<file path="src/rtl/constants_pkg.sv">
// Shared command encoding for the register-file command port.
// NOP marks cycles in which the register file must take no action.
package constants_pkg;

    typedef enum logic [1:0] {
        ADD       = 2'd0,
        REG_WRITE = 2'd1,
        REG_READ  = 2'd2,
        NOP       = 2'd3
    } ALUOp;

endpackage

</file>
<file path="src/rtl/alu_sequencer.sv">
// Program-driven initiator for alu_registers: fetches 16-bit instructions from a
// synchronous memory and issues one register-file command per instruction.
module alu_sequencer
    import constants_pkg::*;
#(
    parameter int ADDR_W     = 8,
    parameter int START_ADDR = 0
) (
    input  logic              clk,
    input  logic              reset,
    input  logic              start,
    output logic              busy,
    output logic              done,
    output logic              error,
    output logic [ADDR_W-1:0] imem_addr,
    input  logic [15:0]       imem_data,
    output logic [2:0]        addr_a,
    output logic [2:0]        addr_b,
    output logic [2:0]        addr_r,
    output logic [7:0]        data_in,
    output ALUOp              op,
    input  logic [7:0]        reg_data,
    output logic              result_valid,
    output logic [2:0]        result_reg,
    output logic [7:0]        result_data
);

    localparam logic [ADDR_W-1:0] START_PC = ADDR_W'(START_ADDR);

    localparam logic [3:0] OPC_NOP   = 4'h0;
    localparam logic [3:0] OPC_LOADI = 4'h1;
    localparam logic [3:0] OPC_ADD   = 4'h2;
    localparam logic [3:0] OPC_READ  = 4'h3;
    localparam logic [3:0] OPC_HALT  = 4'hF;

    typedef enum logic [2:0] {
        IDLE,
        FETCH,
        DECODE,
        EXEC,
        RDWAIT
    } state_t;

    state_t            state;
    state_t            state_next;
    logic [ADDR_W-1:0] pc;
    logic              is_read;
    logic [2:0]        read_reg;

    logic [3:0] opcode;
    logic [2:0] rd;
    logic [2:0] ra;
    logic [2:0] rb;
    logic [7:0] imm;
    logic       accept;
    logic       unused_bits;

    assign opcode      = imem_data[15:12];
    assign rd          = imem_data[10:8];
    assign ra          = imem_data[6:4];
    assign rb          = imem_data[2:0];
    assign imm         = imem_data[7:0];
    assign unused_bits = imem_data[11];

    // A start coinciding with the done pulse is held off until the following IDLE cycle.
    assign accept    = (state == IDLE) && start && !done;
    assign busy      = (state != IDLE);
    assign imem_addr = pc;

    always_ff @(posedge clk) begin
        if (reset) begin
            state <= IDLE;
        end else begin
            state <= state_next;
        end
    end

    always_comb begin
        state_next = state;
        case (state)
            IDLE: begin
                if (accept) begin
                    state_next = FETCH;
                end
            end
            FETCH: begin
                state_next = DECODE;
            end
            DECODE: begin
                case (opcode)
                    OPC_NOP, OPC_LOADI, OPC_ADD, OPC_READ: state_next = EXEC;
                    default:                               state_next = IDLE;
                endcase
            end
            EXEC: begin
                state_next = is_read ? RDWAIT : FETCH;
            end
            RDWAIT: begin
                state_next = FETCH;
            end
            default: begin
                state_next = IDLE;
            end
        endcase
    end

    // Command outputs are registered in DECODE so they are valid for exactly the EXEC cycle;
    // addresses and data keep their last values while op returns to NOP.
    always_ff @(posedge clk) begin
        if (reset) begin
            pc           <= START_PC;
            is_read      <= 1'b0;
            read_reg     <= '0;
            op           <= NOP;
            addr_a       <= '0;
            addr_b       <= '0;
            addr_r       <= '0;
            data_in      <= '0;
            done         <= 1'b0;
            error        <= 1'b0;
            result_valid <= 1'b0;
            result_reg   <= '0;
            result_data  <= '0;
        end else begin
            done         <= 1'b0;
            result_valid <= 1'b0;
            op           <= NOP;
            case (state)
                IDLE: begin
                    if (accept) begin
                        pc    <= START_PC;
                        error <= 1'b0;
                    end
                end
                DECODE: begin
                    is_read  <= (opcode == OPC_READ);
                    read_reg <= ra;
                    case (opcode)
                        OPC_NOP: begin
                            op <= NOP;
                        end
                        OPC_LOADI: begin
                            addr_a  <= rd;
                            data_in <= imm;
                            op      <= REG_WRITE;
                        end
                        OPC_ADD: begin
                            addr_a <= ra;
                            addr_b <= rb;
                            addr_r <= rd;
                            op     <= ADD;
                        end
                        OPC_READ: begin
                            addr_a <= ra;
                            op     <= REG_READ;
                        end
                        OPC_HALT: begin
                            done <= 1'b1;
                        end
                        default: begin
                            done  <= 1'b1;
                            error <= 1'b1;
                        end
                    endcase
                end
                EXEC: begin
                    pc <= pc + ADDR_W'(1);
                end
                RDWAIT: begin
                    // reg_data reflects the REG_READ issued in the preceding EXEC cycle.
                    result_data  <= reg_data;
                    result_reg   <= read_reg;
                    result_valid <= 1'b1;
                end
                default: begin
                end
            endcase
        end
    end

endmodule

</file>
<file path="config.mk">
export PLATFORM = sky130hd
export DESIGN_NAME = alu_sequencer
export DESIGN_NICKNAME = d
export VERILOG_FILES = /design/src/rtl/constants_pkg.sv /design/src/rtl/alu_sequencer.sv
export SDC_FILE = /design/constraint.sdc
export NUM_CORES = 1
export LEC_CHECK = 0
export CAP_MARGIN = 10
export CORE_MARGIN = 4
export CORE_UTILIZATION = 49
export CTS_CLUSTER_SIZE = 25
export DETAILED_ROUTE_END_ITERATION = 10
export PLACE_DENSITY_LB_ADDON = 0.3
export SLEW_MARGIN = 20
export SYNTH_ARGS = -nofsm -noshare
export SYNTH_HDL_FRONTEND = slang
export SYNTH_SLANG_ARGS = --single-unit
</file>
<file path="constraint.sdc">
create_clock -name clk -period 3 [get_ports clk]
set_input_delay 0.45 -clock clk [delete_from_list [all_inputs] [get_ports clk]]
set_output_delay 0.45 -clock clk [all_outputs]
set_load 0.1 [all_outputs]
</file>
==> flow_metrics.tcl <==
set metrics [dict create \
    status "finished, final reports clean" \
    synth_seq_area_share_pct 46.04 \
    die_w_um 73.26 \
    switching_share_pct 24.96 \
    grt_max_degree 26 \
    rsz0062_at_grt "false" \
    timing.critical_path.from "state[2]" \
    p_per_area_nw_per_um2 458.0 \
    switching_power_mw 0.3190 \
    timing.hold.ws_ns 0.4631 \
    crit_path_max_fanout 10 \
    cts_sinks 48 \
    drc 0 \
    antenna_found_initial 0 \
    post-cts-setup-buffers 0 \
    fmax_mhz 514.0 \
    timing.rr.start "state[1]" \
    arrival_ns 1.50 \
    synth.net_count 244 \
    r2r_slack_ns 1.21 \
    dp_hpwl_mm 3.326 \
    htree_num_levels 2 \
    avgViaCountPerCell 5.364 \
    critPathCapture "busy" \
    r2r_end "data_in[7]" \
    peakVddDrop_uv 293.6 \
    finalSetupTns_ns 0 \
    ant_nets 0 \
    internal-power_mw 0.9594 \
    post-route-min-period_ns 1.946 \
    clock_skew_ns 0.003177 \
    area_growth_pct 33.75 \
    cts.repair.resized 0 \
    max-clock-path-buffers 2 \
    track_usage_pct 18.04 \
    drive_gt1_share_pct 22.86 \
    layout_common_cells "dfxtp_1 (48), buf_4 (46), mux2i_1 (28), nand2b_1 (28), clkdlybuf4s50_1 (25)" \
    path_class "flop to output pin" \
    numCtsBuffers 5 \
    relSlewSlack_pct 45.00 \
    drt_first_pass_iters 4 \
    drv_slew 0 \
    multiInputGateArea_um2 1054 \
    synth_area_um2 2087 \
    synth_edf_count 0 \
    grt_first_pass_wirelength_mm 7.624 \
    regArea_um2 960.9 \
    overflow 0 \
    finalPower_mw 1.278 \
    insertion_delay_ns 0.30 \
    ioPinCount 69 \
    critPathCaptureType "output pin" \
    vias 1770 \
    clock_power_share_pct 37.0 \
    tightest_slew_ns 0.8232 \
    ff2ff_path_depth 4 \
    io_buffers 67 \
    syn_inst 216 \
    yosys_warnings 0 \
    wl_met2_mm 2.140 \
    core_um2 4058 \
    worstHoldPathCells 2 \
    wl_per_cell_um 13.57 \
    hold_class "flop to flop" \
    seqPwrFrac_pct 51.1 \
    synth_top_flop_cell "dfxtp_1" \
    die-area_um2 5367 \
    syn_avg_cell_area_um2 9.662 \
    maxCapViolCount 0 \
    start_util_pct 51.43 \
    setup_ws_ns 1.054 \
    routed.top_layer "met4" \
    startpoint_type "flop" \
    synth_cell_types 39 \
    pre_cts_slack_ns 0.7767 \
    synth_seq_cells 48 \
    nFillCells 334 \
    gp_congestion 0.8112 \
    place_inst 322 \
    hold_viol_final 0 \
    final_cells 330 \
    fin_nets 307 \
    first_iter_violations 62 \
    diodes 0 \
    final_util_pct 68.79 \
    die_height_um 73.26 \
    rows 23 \
    final_common_cell "dfxtp_1" \
    holdBufCountCts 0 \
    postPlaceCellArea_um2 2676 \
    async_flop_share_pct 0 \
    design_area_um2 2791 \
    finalCritPeriodShare_pct 64.85 \
    path_clk_slew_ns 0.09 \
    dr_wl_met3_um 255 \
    grt_pass1_vias 1694 \
    required_ns 2.55 \
    met1Wirelength_mm 2.002 \
    p_comb_share_pct 11.9 \
    cts_root_buffer "clkbuf_8" \
    setup_viol 0 \
    leakagePower_nw 1.066 \
    cts_tree "done" \
    wirelength_mm 4.477 \
]
## logic make-up (layout without fill, tap and decap cells)
family / Yosys count / in the layout / share of synthesized area [%]
AND/OR/NAND/NOR: 91 / 91 / 26.14
multiplexers: 28 / 28 / 13.43
buffers and inverters: 16 / 80 / 3.717
flip-flops: 48 / 48 / 46.04
adder cells (fa/ha/maj): 1 / 1 / 0.5994
XOR/XNOR: 1 / 1 / 0.4197
AO/OA/AOI/OAI: 31 / 31 / 9.653
## synth_stat cells, types with 5 or more instances
cell      count  share of area (%)
dfxtp_1      48                 46
mux2i_1      28                 13
o21ai_0       6                1.4
nor2_1       15                2.7
nand2_1      12                2.2
a211oi_1      5                1.8
nand2b_1     28                8.4
a21oi_1       7                1.7
clkbuf_1     10                1.8
## power by group through the flow
| stage | sequential (mW) | clock (mW) | combinational, mW |
|---|---|---|---|
| after floorplan | 0.681 | 0 | 0.0818 |
| after global placement | 0.668 | 0 | 0.151 |
| after detailed placement | 0.669 | 0 | 0.152 |
| after CTS | 0.654 | 0.491 | 0.153 |
| after global routing | 0.656 | 0.526 | 0.163 |
| final | 0.654 | 0.473 | 0.152 |
## layout make-up
cell class,instances,area share (%)
Multi-Input combinational cell,152,37.74
Clock inverter,3,1.658
Inverter,1,0.1345
Clock buffer,5,2.465
Sequential cell,48,34.42
Tap cell,50,2.241
Timing Repair Buffer,71,21.34
## critical path, cell delays in order, from the launching register on
cell and delay (ns):
dfxtp_1 0.40, or3_2 0.54, buf_4 0.26
## layer usage
| metal | global-route usage, % | vias to the layer above |
|---|---|---|
| li1 | - | 893 |
| met5 | 0 | - |
| met1 | 21.54 | 824 |
| met3 | 4.378 | 8 |
| met4 | 7.992 | 0 |
| met2 | 30.49 | 45 |
## worst min path at each step
stage | startpoint | to | slack (ns)
global route | imem_addr[7] | imem_addr[7] | 0.48
detailed placement | imem_addr[7] | imem_addr[7] | 0.45
finish | is_read | is_read | 0.46
floorplan | read_reg[0] | read_reg[0] | 0.44
CTS | imem_addr[7] | imem_addr[7] | 0.47
global placement | imem_addr[7] | imem_addr[7] | 0.45
Note: power is estimated with default switching activity, not from simulation.
